$ cat src/rtl/mips_pkg.sv
// Shared fetch-stage types and constants for the MIPS pipeline front end.
package mips_pkg;

    typedef enum logic [1:0] {
        FETCH   = 2'd0,
        WAIT    = 2'd1,
        HOLD    = 2'd2,
        DISCARD = 2'd3
    } fetch_state_t;

    localparam logic [31:0] NOP_INSTR        = 32'h0000_0000;  // sll $0,$0,0
    localparam logic [31:0] DEFAULT_RESET_PC = 32'h0000_0000;

endpackage

$ cat src/rtl/fetch_unit_pc_reg.sv
// Program counter register: async reset to RESET_PC, loads d when en is high.
module pc_reg
    import mips_pkg::*;
#(
    parameter logic [31:0] RESET_PC = DEFAULT_RESET_PC
) (
    input  logic        clk,
    input  logic        reset,
    input  logic        en,
    input  logic [31:0] d,
    output logic [31:0] q
);

    always_ff @(posedge clk or posedge reset) begin
        if (reset)
            q <= RESET_PC;
        else if (en)
            q <= d;
    end

endmodule

$ cat src/rtl/fetch_unit.sv
// Instruction fetch stage with a single-outstanding imem handshake and redirect handling.
// Optional FETCH_PERF_CNT_EN adds fetch/bubble cycle counters.
module fetch_unit
    import mips_pkg::*;
#(
    parameter logic [31:0] RESET_PC = DEFAULT_RESET_PC
) (
    input  logic        clk,
    input  logic        reset,
    input  logic        StallF,
    input  logic        PCSrcD,
    input  logic [31:0] PcBranchD,
    input  logic        JumpD,
    input  logic [31:0] PcJumpD,
    output logic        imem_req,
    output logic [31:0] imem_addr,
    input  logic        imem_gnt,
    input  logic        imem_rvalid,
    input  logic [31:0] imem_rdata,
    output logic [31:0] instr,
    output logic [31:0] PcPlus4F,
    output logic        FetchValidF
`ifdef FETCH_PERF_CNT_EN
    ,
    output logic [31:0] FetchCnt,
    output logic [31:0] BubbleCnt
`endif
);

    fetch_state_t state, state_n;
    logic [31:0]  pc, pc_d, target, hold_buf;
    logic         pc_en, buf_en, redirect;

    pc_reg #(.RESET_PC(RESET_PC)) u_pc (
        .clk   (clk),
        .reset (reset),
        .en    (pc_en),
        .d     (pc_d),
        .q     (pc)
    );

    // A stalled decode stage cannot redirect; JumpD has priority over a branch.
    assign redirect  = (PCSrcD | JumpD) & ~StallF;
    assign target    = JumpD ? PcJumpD : PcBranchD;
    assign PcPlus4F  = pc + 32'd4;
    assign imem_addr = pc;

    always_comb begin
        state_n     = state;
        instr       = NOP_INSTR;
        FetchValidF = 1'b0;
        imem_req    = 1'b0;
        pc_en       = 1'b0;
        pc_d        = PcPlus4F;
        buf_en      = 1'b0;
        case (state)
            FETCH: begin
                if (redirect) begin
                    pc_en = 1'b1;
                    pc_d  = target;
                end else begin
                    imem_req = ~reset;
                    if (imem_gnt)
                        state_n = WAIT;
                end
            end
            WAIT: begin
                if (imem_rvalid) begin
                    if (redirect) begin
                        pc_en   = 1'b1;
                        pc_d    = target;
                        state_n = FETCH;
                    end else begin
                        instr       = imem_rdata;
                        FetchValidF = 1'b1;
                        if (StallF) begin
                            buf_en  = 1'b1;
                            state_n = HOLD;
                        end else begin
                            pc_en   = 1'b1;
                            state_n = FETCH;
                        end
                    end
                end else if (redirect) begin
                    // Response still in flight: swallow it in DISCARD.
                    pc_en   = 1'b1;
                    pc_d    = target;
                    state_n = DISCARD;
                end
            end
            HOLD: begin
                if (redirect) begin
                    pc_en   = 1'b1;
                    pc_d    = target;
                    state_n = FETCH;
                end else begin
                    instr       = hold_buf;
                    FetchValidF = 1'b1;
                    if (!StallF) begin
                        pc_en   = 1'b1;
                        state_n = FETCH;
                    end
                end
            end
            DISCARD: begin
                if (redirect) begin
                    pc_en = 1'b1;
                    pc_d  = target;
                end
                if (imem_rvalid)
                    state_n = FETCH;
            end
            default: state_n = FETCH;
        endcase
    end

    always_ff @(posedge clk or posedge reset) begin
        if (reset) begin
            state    <= FETCH;
            hold_buf <= 32'h0;
        end else begin
            state <= state_n;
            if (buf_en)
                hold_buf <= imem_rdata;
        end
    end

`ifdef FETCH_PERF_CNT_EN
    always_ff @(posedge clk or posedge reset) begin
        if (reset) begin
            FetchCnt  <= 32'h0;
            BubbleCnt <= 32'h0;
        end else if (!StallF) begin
            if (FetchValidF)
                FetchCnt <= FetchCnt + 32'd1;
            else
                BubbleCnt <= BubbleCnt + 32'd1;
        end
    end
`endif

endmodule
$ cat config.mk
export PLATFORM = sky130hd
export DESIGN_NAME = fetch_unit
export DESIGN_NICKNAME = d
export VERILOG_FILES = /design/src/rtl/mips_pkg.sv /design/src/rtl/fetch_unit_pc_reg.sv /design/src/rtl/fetch_unit.sv
export SDC_FILE = /design/constraint.sdc
export NUM_CORES = 1
export LEC_CHECK = 0
export ABC_AREA = 1
export CAP_MARGIN = 10
export CORE_UTILIZATION = 33
export CTS_BUF_LIST = sky130_fd_sc_hd__clkbuf_16
export DETAILED_ROUTE_END_ITERATION = 8
export PLACE_DENSITY = 0.64
export RECOVER_POWER = 25
export SYNTH_ARGS = -nofsm -noshare
export SYNTH_HDL_FRONTEND = slang
export SYNTH_SLANG_ARGS = --single-unit
export TNS_END_PERCENT = 10
$ cat constraint.sdc
create_clock -name clk -period 3.5 [get_ports clk]
set_input_delay 0.875 -clock clk [delete_from_list [all_inputs] [get_ports clk]]
set_output_delay 0.875 -clock clk [all_outputs]
set_load 0.05 [all_outputs]
== Word level (Yosys, flattened, before mapping) ==
Cells that the tools add are included.

* Input port bits: 103
* Logic and storage cells: 51
* Register bits: 66

* Multiplexer cells: 31
* Reductions and logical operators: 4
* Bitwise operators: 4
* Equal/unequal tests: 8
* Add/sub/neg operators: 1

{| class="wikitable"
|+ Operator list
! operator !! count
|-
| $mux W32 || 6
|-
| $pmux W32 S2 || 1
|-
| $add A32 B3 Y32 const B || 1
|-
| $mux W2 || 9
|-
| $mux W1 || 12
|-
| $pmux W2 S4 || 1
|-
| $ne A2 B2 Y1 const B || 3
|-
| $ne A3 B3 Y1 const B || 2
|-
| $reduce_and A5 Y1 || 1
|-
| $eq A2 B2 Y1 const B || 2
|-
| $reduce_or A4 Y1 || 1
|-
| $pmux W1 S3 || 1
|-
| $eq A2 B1 Y1 const B || 1
|-
| $logic_not A2 Y1 || 1
|-
| $not A1 Y1 || 2
|-
| $pmux W1 S2 || 1
|-
| $reduce_or A2 Y1 || 1
|-
| $and A1 B1 Y1 || 1
|-
| $or A1 B1 Y1 || 1
|}

== Logic depth before layout (Yosys ltp) ==
Gate-level depths: netlist (run 1).

* Word-level depth: 5
* Depth in mapped cells: 10

== Hierarchy ==
From an unflattened synthesis (run 1), not the netlist that was laid out.

* Cells, all modules: 710
* Area, all modules: 4984.8 µm²

{| class="wikitable"
|+ Modules (own cells, without submodules)
! module !! seq. area each (µm²) !! cells an instance !! area each (µm²) !! instances
|-
| fetch_unit || 850.8 || 573 || 3688.5 || 1
|-
| pc_reg || 800.8 || 137 || 1296.2 || 1
|}

== Least setup slack after synthesis (run 1) ==
Ideal clock, no wire load.

* Path kind: input -> output
* Start: input reset
* End: output imem_req
* Path buffers: 0
* Data required time: 2.625 ns
* Slack: -0.458 ns
* Data arrival time: 3.083 ns
* Stages on the path: 3
* Cells stage by stage: inv_1 -> nand2_1 -> nor2_1

* Longest elaborated chain between the ends: 3

{| class="wikitable"
|+ Ends and longest elaborated chain
! item !! line !! source
|-
| start: declaration || fetch_unit.sv:9 || <nowiki>input logic reset,</nowiki>
|-
| $not A1 Y1 || fetch_unit.sv:62 || <nowiki>imem_req = ~reset;</nowiki>
|-
| $mux W1 || fetch_unit.sv:58 || <nowiki>if (redirect) begin</nowiki>
|-
| $mux W1 || fetch_unit.sv:56 || <nowiki>case (state)</nowiki>
|-
| end: declaration || fetch_unit.sv:15 || <nowiki>output logic imem_req,</nowiki>
|}

Every way passes these cells.

== Worst setup path after layout (run 1) ==
* Start: register u_pc.q[2]
* End: output PcPlus4F[10]

* Longest elaborated chain between the ends: 1

{| class="wikitable"
|+ Ends and longest elaborated chain
! item !! line !! source
|-
| start: declaration || fetch_unit_pc_reg.sv:11 || <nowiki>output logic [31:0] q</nowiki>
|-
| start signal: assignment || fetch_unit_pc_reg.sv:16 || <nowiki>q <= RESET_PC;</nowiki>
|-
| start signal: assignment || fetch_unit_pc_reg.sv:18 || <nowiki>q <= d;</nowiki>
|-
| $add A32 B3 Y32 || fetch_unit.sv:45 || <nowiki>assign PcPlus4F = pc + 32'd4;</nowiki>
|-
| end: declaration || fetch_unit.sv:21 || <nowiki>output logic [31:0] PcPlus4F,</nowiki>
|}

Every way passes these cells.

==> impl_metrics.csv, run 1 <==
group,metric,value,unit
setup_path,critical_path_class,"register to output pin",
setup_path,reg2reg_slack,0.88,ns
drt,drt_iter0_drc,235,
sta,min_period,3.338,ns
sta,fin_crit_sh,0.9537,
floorplan,die-area,0.01523,mm^2
synthesis,netlist_instances,746,
drt,ant_nets,0,
synthesis,yosys.cell_types.count,32,
hold_path,hold_start,"hold_buf[21]$_DFFE_PP0P_",
power,ir_drop,325.0,uV
clocking,cts-root-to-sink-buffers,2,
clocking,cts_hold_repair.buffers,0,
synthesis,synth_nets,855,
floorplan,die_width,123.4,um
clocking,cts_setup_buffers,0,
global_routing,grt_pass1_wl,24.96,mm
layout,syn2layout_area_growth,56.48,%
clocking,cts_tree,"yes",
clocking,cts_root_buf,"clkbuf_16",
synthesis,synth_seq_cells,66,
placed_design,place_congestion,0.8404,
sta,finalSetupTns,0,ns
floorplan,io-pin-count,201,
hold_path,min_path_type,"register to register",
outcome,status,"finished with violations",
setup_path,critPathArrivalTime,2.46,ns
sta,drv_slew,67,
clocking,cts_sinks,66,
setup_path,worst-path-max-fanout,7,
setup_path,slowest_delay,0.82,ns
global_routing,antenna_found_initial,1,
hold_path,min_delay_path_depth,2,
floorplan,start_util,0.3360,
setup_path,crit_path_top_delay_cell,"clkdlybuf4s50_1",
sta,relSlewSlack,-0.2118,
setup_path,worstPathRequired,2.62,ns
outcome,violations,"capacitance limit, slew limit",
drt,vias,5370,
synthesis,synth_area,0.004865,mm^2
sta,hold_viol,0,
sta,skew,0.004629,ns
drt,detail_route.wl_per_cell,14.11,um
layout,fill_cells,1433,
setup_path,timing.rr.end,"hold_buf[27]$_DFFE_PP0P_",
drt,dr.pass1.iters,4,
clocking,cts_buffers,9,
drt,vias_per_cell,4.803,
clocking,clk_latency,0.34,ns
synthesis,yosys_warnings,0,
layout,fin_nets,1037,
layout,fin_util,0.5258,
synthesis,avgSynthCellArea,6.521,um^2
setup_path,crit_cells,7,
sta,worst_slew_pin_slew,1.818,ns
setup_path,r2r_start,"state[1]$_DFFE_PP0P_",
global_routing,grt_usage,0.2124,
flow_run,drv_cap,1,
power,power_density,919.5,mW/mm^2
global_routing,grt_max_degree,68,
floorplan,core_area,0.01448,mm^2
global_routing,grt.overflow.total,0,
clocking,htreeDepth,3,
drt,post-route-drc-count,0,
setup_path,crit_chain,"ha_1 > nand2_1 > nor2_2 > nand2_2 > xor2_1 > inv_1 > clkdlybuf4s50_1",
setup_path,path_delay_family,"buffers and inverters",
global_routing,grt_pass1_vias,4939,
setup_path,path_buf_inv,2,
placed_design,place_hpwl,11.30,mm
clocking,clk_pin_slew,0.05,ns
sta,fmax,299.6,MHz
sta,rsz0062_at_grt,"no",
drt,wirelength,15.78,mm
placed_design,portBuffers,200,
floorplan,rows,44,
floorplan,fp.dieH,123.4,um
setup_path,crit_path_end_kind,"output pin",
setup_path,reg2reg_depth,8,
setup_path,critPathLaunchType,"register",
hold_path,holdPathEnd,"hold_buf[21]$_DFFE_PP0P_",
layout,drive_gt1_frac,0.1072,
power,leakage,0.003451,uW
synthesis,synth-seq-area-share,0.3395,
sta,setup_violations,0,
==> power breakdown <==
part           internal [uW]  total [uW]  switching (uW)
clock network            464         798             335
registers               1150        1530             378
logic                   1620        4670            3050
==> worst max-delay path by stage <==
stage | slack, ns | end | start
2_1_floorplan | 0.16 | instr[11] | JumpD
3_3_place_gp | 0.22 | instr[4] | JumpD
5_1_grt | 0.008 | PcPlus4F[10] | u_pc.q[3]$_DFFE_PP0P_
3_5_place_dp | 0.22 | instr[4] | JumpD
6_report | 0.16 | PcPlus4F[10] | u_pc.q[2]$_DFFE_PP0P_
4_1_cts | 0.03 | PcPlus4F[12] | u_pc.q[2]$_DFFE_PP0P_
==> sequential cells by signal, summed over array words and instances, names as in the netlist <==
name and cells:
u_pc.q 32, hold_buf 32, state 2
==> worst register-to-register path: stages, from the launching register on <==
cell      delay [ns]
dfrtp_1         0.40
inv_1           0.10
ha_1            0.25
nand2_1         0.09
clkinv_1        0.09
buf_12          0.19
nand2_1         0.11
clkbuf_1        0.84
mux2_2          0.44
==> timing repair <==
action	in CTS	in global routing
pin swaps	0	0
resized for setup	1	5
gates cloned	0	0
setup endpoints to repair	1	5
==> layout make-up <==
type / count / area [um^2] / area share
tap: 184 / 230.2 / 0.03024
multi-input combinational: 591 / 2819 / 0.3703
antenna: 1 / 2.502 / 0.0003287
clock buffer: 9 / 225.2 / 0.02959
inverter: 47 / 182.7 / 0.02400
timing repair buffer: 213 / 2472 / 0.3248
clock inverter: 7 / 28.78 / 0.003780
sequential: 66 / 1652 / 0.2170
==> placed cells by master, fill, tap and decap left out, types with 3 or more instances in the layout <==
cell type and count:
a21oi_1 49, buf_12 37, buf_4 12, clkbuf_16 9
clkdlybuf4s50_1 155, clkinv_1 4, dfrtp_1 66, dlymetal6s2s_1 5
ha_1 6, inv_1 43, inv_2 3, mux2_1 7
mux2_2 16, nand2_1 269, nand2_2 5, nand3_1 112
nor2_1 83, nor2_2 4, nor2_4 5, o211ai_1 3
o21ai_0 13, o21ai_1 3, xor2_1 6
==> metrics by stage <==
stage	cells	setup slack, ns	total power, uW	instance area (um^2)	hold slack, ns
floorplan	746	0.1553	4597	4868	0.4427
global placement	1101	0.2210	6219	7351	0.4579
detailed placement	1101	0.2170	6262	7351	0.4644
CTS	1117	0.02874	7088	7604	0.4790
global route	1118	0.008296	7503	7612	0.4963
finish	1118	0.1620	6999	7612	0.4747
==> synth_stat cells (all sizes together) <==
cell type | n | area share
nand2 | 275 | 0.22
nand3 | 112 | 0.12
nor2 | 92 | 0.081
dfrtp | 66 | 0.34
a21oi | 50 | 0.052
inv | 46 | 0.036
buf | 32 | 0.037
mux2 | 23 | 0.053
o21ai | 18 | 0.022
clkbuf | 10 | 0.0077
ha | 6 | 0.015
xor2 | 6 | 0.011
o211ai | 3 | 0.0046
nand3b | 2 | 0.0031
o31ai | 2 | 0.0031
clkinv | 1 | 0.00077
nand4 | 1 | 0.0013
xnor2 | 1 | 0.0018
==> metal layers <==
metal,track usage,routed length (um),part of all wire,vias to the layer above
met4,0.06627,218,0.014,0
met3,0.06089,1298,0.082,19
met1,0.2530,6603,0.42,2429
met2,0.3670,7655,0.49,160
met5,0,0,0,-
li1,-,-,-,2762
==> cells by family (layout without fill, tap and decap cells) <==
group	after synthesis	in the layout	synth area share
mux	23	23	0.05324
simple gates	482	482	0.4167
other cells	0	1	0
flops	66	66	0.3395
xor+xnor	7	7	0.01260
compound gates	73	73	0.08153
fa+ha+maj	6	6	0.01543
buf+inv	89	276	0.08102
No activity file was read; power rests on OpenSTA's default activity.
==> run 2: changes to the inputs <==
--- a/config.mk
+++ b/config.mk
@@ -9,6 +9,7 @@
 export CAP_MARGIN = 10
 export CORE_UTILIZATION = 33
 export CTS_BUF_LIST = sky130_fd_sc_hd__clkbuf_16
+export CTS_CLUSTER_DIAMETER = 30
 export DETAILED_ROUTE_END_ITERATION = 8
 export PLACE_DENSITY = 0.64
 export RECOVER_POWER = 25
==> results of run 2 <==
Final layout, timing and power as in run 1 (identical DEF).
==> run 3: changes to the inputs <==
--- a/config.mk
+++ b/config.mk
@@ -9,7 +9,7 @@
 export CAP_MARGIN = 10
 export CORE_UTILIZATION = 33
 export CTS_BUF_LIST = sky130_fd_sc_hd__clkbuf_16
-export CTS_CLUSTER_DIAMETER = 30
+export CTS_CLUSTER_DIAMETER = 60
 export DETAILED_ROUTE_END_ITERATION = 8
 export PLACE_DENSITY = 0.64
 export RECOVER_POWER = 25
==> results of run 3 <==
Final layout, timing and power as in run 1 (identical DEF).
